File: src/rtl/line_load_sequencer_pkg.sv
// Shared definitions for the SLM line-load path: sequencer state encoding,
// panel geometry and counter widths used by sequencer, timing and line clocking.
package line_load_sequencer_pkg;

  typedef enum logic [2:0] {
    ST_IDLE      = 3'd0,
    ST_FILL      = 3'd1,
    ST_HANDOFF   = 3'd2,
    ST_WAIT_LINE = 3'd3,
    ST_UPDATE    = 3'd4
  } seq_state_e;

  localparam int SLM_WORDS_PER_LINE  = 40;
  localparam int SLM_LINES_PER_FRAME = 1024;

  localparam int WORD_CNT_W = 7;
  localparam int LINE_CNT_W = 11;

  // Stall counter must be able to hold the limit itself so it can saturate there.
  function automatic int stall_cnt_width(input int limit);
    return (limit < 1) ? 1 : $clog2(limit + 1);
  endfunction

endpackage

File: src/rtl/line_load_sequencer_stall_watchdog.sv
// Flags a FIFO underrun once the FIFO has stayed empty for STALL_LIMIT
// consecutive cycles while the sequencer is trying to fill a line.
module stall_watchdog
  import line_load_sequencer_pkg::*;
#(
  parameter int STALL_LIMIT = 4096
) (
  input  logic fpga_clk,
  input  logic reset_all,
  input  logic active,
  input  logic empty,
  input  logic accept,
  output logic underrun
);

  localparam int CNT_W = stall_cnt_width(STALL_LIMIT);
  localparam logic [CNT_W-1:0] LIMIT = CNT_W'(STALL_LIMIT);

  logic [CNT_W-1:0] cnt_q, cnt_d;
  logic             flag_q, flag_d;

  always_comb begin
    cnt_d  = cnt_q;
    flag_d = flag_q;
    if (!active || accept) begin
      cnt_d = '0;
    end else if (empty && (cnt_q < LIMIT)) begin
      cnt_d = cnt_q + CNT_W'(1);
    end
    // Sticky: only reset_all clears the flag, sequencing carries on regardless.
    if (cnt_d == LIMIT) begin
      flag_d = 1'b1;
    end
  end

  always_ff @(posedge fpga_clk) begin
    if (reset_all) begin
      cnt_q  <= '0;
      flag_q <= 1'b0;
    end else begin
      cnt_q  <= cnt_d;
      flag_q <= flag_d;
    end
  end

  assign underrun = flag_q;

endmodule

File: src/rtl/line_load_sequencer.sv
// Moves SLM frame data from the dc32 FIFO into the line buffer one line at a
// time, hands each line to the line clocker and pulses update at frame end.
module line_load_sequencer
  import line_load_sequencer_pkg::*;
#(
  parameter int WORDS_PER_LINE  = SLM_WORDS_PER_LINE,
  parameter int LINES_PER_FRAME = SLM_LINES_PER_FRAME,
  parameter int UPDATE_CYCLES   = 8,
  parameter int STALL_LIMIT     = 4096
) (
  input  logic                  fpga_clk,
  input  logic                  reset_all,
  input  logic                  enable,
  input  logic                  dc32_fifo_is_empty,
  output logic                  dc32_fifo_read_en,
  output logic [WORD_CNT_W-1:0] num_words_in_buffer,
  output logic                  start_clocking_line,
  input  logic                  line_clock_done,
  output logic [LINE_CNT_W-1:0] line_index,
  output logic                  update,
  output logic                  invert,
  output logic                  frame_done,
  output logic                  underrun,
  output logic                  busy
);

  localparam int UPD_W = (UPDATE_CYCLES > 1) ? $clog2(UPDATE_CYCLES) : 1;
  localparam logic [WORD_CNT_W-1:0] WORDS_FULL = WORD_CNT_W'(WORDS_PER_LINE);
  localparam logic [LINE_CNT_W-1:0] LINE_LAST  = LINE_CNT_W'(LINES_PER_FRAME - 1);
  localparam logic [UPD_W-1:0]      UPD_LAST   = UPD_W'(UPDATE_CYCLES - 1);

  seq_state_e            state_q, state_d;
  logic [WORD_CNT_W-1:0] word_q, word_d;
  logic [LINE_CNT_W-1:0] line_q, line_d;
  logic [UPD_W-1:0]      upd_q, upd_d;
  logic                  invert_q, invert_d;
  logic                  busy_q, busy_d;
  logic                  read_en;

  always_comb begin
    state_d  = state_q;
    word_d   = word_q;
    line_d   = line_q;
    upd_d    = upd_q;
    invert_d = invert_q;
    read_en  = (state_q == ST_FILL) && !dc32_fifo_is_empty && (word_q < WORDS_FULL);
    unique case (state_q)
      ST_IDLE: begin
        if (enable) begin
          state_d = ST_FILL;
          line_d  = '0;
          word_d  = '0;
        end
      end
      ST_FILL: begin
        if (read_en) begin
          word_d = word_q + WORD_CNT_W'(1);
        end
        if (word_d == WORDS_FULL) begin
          state_d = ST_HANDOFF;
        end
      end
      ST_HANDOFF: begin
        state_d = ST_WAIT_LINE;
      end
      ST_WAIT_LINE: begin
        if (line_clock_done) begin
          word_d = '0;
          if (line_q == LINE_LAST) begin
            state_d = ST_UPDATE;
          end else begin
            line_d  = line_q + LINE_CNT_W'(1);
            state_d = ST_FILL;
          end
        end
      end
      ST_UPDATE: begin
        // enable is only consulted here, so a started frame always completes.
        if (upd_q == UPD_LAST) begin
          upd_d    = '0;
          invert_d = ~invert_q;
          line_d   = '0;
          state_d  = enable ? ST_FILL : ST_IDLE;
        end else begin
          upd_d = upd_q + UPD_W'(1);
        end
      end
      default: begin
        state_d = ST_IDLE;
      end
    endcase
    busy_d = (state_d != ST_IDLE);
  end

  always_ff @(posedge fpga_clk) begin
    if (reset_all) begin
      state_q  <= ST_IDLE;
      word_q   <= '0;
      line_q   <= '0;
      upd_q    <= '0;
      invert_q <= 1'b0;
      busy_q   <= 1'b0;
    end else begin
      state_q  <= state_d;
      word_q   <= word_d;
      line_q   <= line_d;
      upd_q    <= upd_d;
      invert_q <= invert_d;
      busy_q   <= busy_d;
    end
  end

  stall_watchdog #(
    .STALL_LIMIT(STALL_LIMIT)
  ) u_stall_watchdog (
    .fpga_clk (fpga_clk),
    .reset_all(reset_all),
    .active   (state_q == ST_FILL),
    .empty    (dc32_fifo_is_empty),
    .accept   (read_en),
    .underrun (underrun)
  );

  assign dc32_fifo_read_en   = read_en;
  assign num_words_in_buffer = word_q;
  assign start_clocking_line = (state_q == ST_HANDOFF);
  assign line_index          = line_q;
  assign update              = (state_q == ST_UPDATE);
  assign frame_done          = (state_q == ST_UPDATE) && (upd_q == UPD_LAST);
  assign invert              = invert_q;
  assign busy                = busy_q;

endmodule

File: config.mk
export PLATFORM = sky130hd
export DESIGN_NAME = line_load_sequencer
export DESIGN_NICKNAME = d
export VERILOG_FILES = /design/src/rtl/line_load_sequencer_pkg.sv /design/src/rtl/line_load_sequencer_stall_watchdog.sv /design/src/rtl/line_load_sequencer.sv
export SDC_FILE = /design/constraint.sdc
export NUM_CORES = 1
export LEC_CHECK = 0
export ABC_AREA = 0
export BUFFER_PORTS_ARGS = -buffer_cell sky130_fd_sc_hd__buf_2
export CAP_MARGIN = 20
export CORE_ASPECT_RATIO = 1.25
export CORE_MARGIN = 3
export CORE_UTILIZATION = 45
export CTS_CLUSTER_SIZE = 14
export DETAILED_ROUTE_END_ITERATION = 10
export HOLD_SLACK_MARGIN = 0.1
export SYNTH_ARGS = -nofsm -noshare
export SYNTH_HDL_FRONTEND = slang
export SYNTH_SLANG_ARGS = --single-unit
File: constraint.sdc
create_clock -name fpga_clk -period 3.5 [get_ports fpga_clk]
set_input_delay 0.525 -clock fpga_clk [delete_from_list [all_inputs] [get_ports fpga_clk]]
set_output_delay 0.525 -clock fpga_clk [all_outputs]
set_load 0.02 [all_outputs]
==> metrics.md <==
| Metric | Value |
|---|---|
| Layout Skew | 0.01091 ns |
| Post-DRT Antenna Nets | 0 |
| Setup CP Type | flip-flop to primary output |
| Sequential share of power | 51.5% |
| Period minus WS final | 2.648 ns |
| Startpoint types | flip-flop |
| Critical path's top delay family | simple AND/OR/NAND/NOR gates |
| Cells after Synth | 263 |
| CTS root buffer | clkbuf_8 |
| Hold Buf Count CTS | 0 |
| Comb pwr share | under 10% |
| Fin crit share | 75.66% |
| Req. time, crit path | 2.97 ns |
| Worst path arrival time | 2.12 ns |
| Seq/Total Area, Yosys | a little under two fifths |
| Die W | 67.98 um |
| DR WL/cell | around 13 um |
| I/O pin count | 30 |
| GRT Util Overall | between 10% and 20% |
| Clock power share | 41.9% |
| Pleak | about 0.9 nW |
| Initial Util | 47.73% |
| Final Setup Violations | 0 |
| H-tree depth | 2 |
| Status | completed |
| Worst slew pin tran | 0.6548 ns |
| EDFF count, synth | 0 |
| Hold Violations, Final | 0 |
| Int Pwr | approximately 0.69 mW |
| CTS tree | done |
| Post-CTS Setup Bufs | 0 |
| Largest net degree at the start of global routing | 22 |
| First-pass GRT wire length | 7714 um |
| Crit-path cells | or3b_1, nor3_2, buf_2 |
| Core Box Area | 4527 um2 |
| Synth-to-layout area growth | 12.51% |
| Total CTS buffers | 5 |
| Flops & latches, synth | 40 |
| Clock slew at reported path FFs | around 0.080 ns |
| Skew-Pair Late Insertion Delay | 0.29 ns |
| ANT cells | 0 |
| # DRC | 0 |
| Max Fclk | 377.6 MHz |
| Worst Path Buf+Inv | 1 |
| Max-slew violations | 0 |
| Post-Route WL | 4528 um |
| Placed inst area | 2323 um2 |
| Largest stage delay, worst path | 0.52 ns |
| IO buf count | 29 |
| YS warnings | 0 |
| CP max-delay cell | or3b_1 |
| Die Y | 83.48 um |
| Net Sw Frac | about 23% |
| Clock sinks | 40 |
| Max FO, Critical Path | 12 |
| Total grt overflow | 0 |
| Pwr dens | 369.0 nW/um2 |
| Antenna violations before repair | 0 |
| Switch Pwr | about 0.21 mW |
| Final net count | 298 |
| Worst Setup End Kind | primary output |
| Post-Syn Area | 2161 um2 |
| Initial DRC Count | 112 |
| Vias in the first global route | 1730 |
| FP Rows | 27 |
| Syn Area/Cell | roughly 8.2 um2 |
| Syn_nets | 273 |
| Top_reg_cell synth | dfxtp_1 |
| Worst Hold Class | flip-flop to flip-flop |
| Layout cell share with drive strength beyond 1 | 16.26% |
| Fraction of registers with async set/reset | 0% |
| Pre-CTS setup slack | between 1 and 1.5 ns |
| DR vias | 1938 |
| Vias per cell | between 5 and 6 |
| Die area | 5675 um2 |
| Resized Gates After CTS | 0 |
| TNS Setup | 0 ns |
| Final HPWL DP | 3240 um |
| Max_slew headroom | ~56% |
| Maxcap violations | 0 |
| Synth cell types | 52 |
| RSZ-0062 raised after global routing | no |
| Setup ws final | 0.8519 ns |
| Routability cong. | 0.7870 |
| Worst IR Drop VDD | 0.1818 mV |
| TritonRoute pass-1 iters | 4 |
| Post-layout util | a little over half |
| Design Area, Final | 2431 um2 |
| Clock tree buffer depth | 2 |
| Final total power | between 0.8 and 0.9 mW |
==> synth_stat cells, types with 2 or more instances <==
library cell,instances,area [um2]
nor2_1,34,127.6
and3_1,4,25.02
mux2i_1,6,60.06
nand3b_1,2,15.01
o41ai_1,2,17.52
o21ai_0,9,45.04
clkbuf_1,7,26.28
a211oi_1,4,30.03
nor2b_1,5,31.28
or3_1,6,37.54
nor4_1,2,12.51
ha_1,5,62.56
a31oi_1,5,31.28
o31ai_1,4,30.03
xnor2_1,7,61.31
nand2_1,24,90.09
nor3_1,5,25.02
buf_2,2,10.01
nand3_1,9,45.04
inv_1,6,22.52
o21bai_1,3,22.52
or2_2,2,12.51
nor3b_1,4,30.03
a21oi_1,21,105.1
xor2_1,8,70.07
dfxtp_1,40,800.8
a22oi_1,3,22.52
or4_1,5,37.54
a21o_1,2,15.01
nand4_1,5,31.28
==> power by group through the flow <==
| stage | Clock, mW | Combinational [mW] | Sequential [mW] |
|---|---|---|---|
| floorplan | 0 | 0.0476 | 0.473 |
| global placement | 0 | 0.0600 | 0.473 |
| detailed placement | 0 | 0.0596 | 0.473 |
| CTS | 0.389 | 0.0597 | 0.462 |
| global route | 0.404 | 0.0659 | 0.463 |
| finish | 0.376 | 0.0591 | 0.462 |
==> path summary, 6_finish.rpt <==
kind / from / end / slack [ns] / depth (start not counted)
worst max-delay path: state_q[0] / dc32_fifo_read_en / 0.85 / 3
worst min-delay path: upd_q[2] / upd_q[2] / 0.47 / 2
worst max register to register: line_index[0] / line_index[3] / 1.02 / 6
worst min register to register: upd_q[2] / upd_q[2] / 0.47 / 2
==> final cells by class <==
type	count	area, um2
multi-input cells	206	1282
fillers	453	2096
inverters	6	22.52
well taps	58	72.57
clock inverters	2	35.03
clock buffers	6	72.57
repair buffers	29	145.1
flip-flops and latches	40	800.8
==> layout by cell type, fill, tap and decap left out, types with 2 or more instances in the layout <==
| cell | instances |
|---|---|
| o41ai_1 | 2 |
| nand3_1 | 9 |
| or2_2 | 2 |
| mux2i_1 | 6 |
| xnor2_1 | 7 |
| a21oi_1 | 21 |
| and3_1 | 4 |
| nand2_1 | 24 |
| ha_1 | 5 |
| or4_1 | 5 |
| or3_1 | 6 |
| o21ai_0 | 9 |
| nor2_1 | 34 |
| clkbuf_8 | 5 |
| a22oi_1 | 3 |
| nand3b_1 | 2 |
| dfxtp_1 | 40 |
| nor3_1 | 5 |
| inv_1 | 6 |
| nand4_1 | 5 |
| a21o_1 | 2 |
| buf_2 | 29 |
| o21bai_1 | 3 |
| nor2b_1 | 5 |
| a211oi_1 | 4 |
| a31oi_1 | 5 |
| nor4_1 | 2 |
| o31ai_1 | 4 |
| xor2_1 | 8 |
| nor3b_1 | 4 |
==> flip-flops by register name (all words and copies together) (netlist names) <==
register                   count
u_stall_watchdog.cnt_q        13
state_q                        3
line_index                    11
invert                         1
num_words_in_buffer            7
upd_q                          3
u_stall_watchdog.underrun      1
busy                           1
==> logic make-up (layout without fill, tap and decap cells) <==
family | after synthesis | in the layout | synth area share, %
flip-flops | 40 | 40 | 37.06
AO/OA/AOI/OAI | 62 | 62 | 18.82
multiplexers | 6 | 6 | 2.779
AND/OR/NAND/NOR | 118 | 118 | 28.78
buffers and inverters | 17 | 43 | 3.590
XOR/XNOR | 15 | 15 | 6.080
adder cells (fa/ha/maj) | 5 | 5 | 2.895
==> layer usage <==
layer | part of all wire (%) | vias to the layer above | track usage (%)
met5 | 0 | - | 0
met4 | 0.93 | 0 | 4.882
met3 | 4.3 | 4 | 4.717
met2 | 47 | 39 | 26.05
met1 | 48 | 890 | 22.81
li1 | - | 1005 | -
==> metrics by stage <==
stage	cells	hold WS, ns
CTS	347	0.4735
finish	347	0.4689
floorplan	263	0.4406
global route	347	0.5075
global placement	339	0.4553
detailed placement	339	0.4616
==> worst register-to-register path, cell delays in order, from the launching register on <==
cell and delay [ns]:
dfxtp_1 0.39, ha_1 0.24, and3_1 0.18, or4b_2 0.64, o22ai_2 0.59, o21ai_0 0.21, a21oi_1 0.15
(Power assumes the default switching activity.)
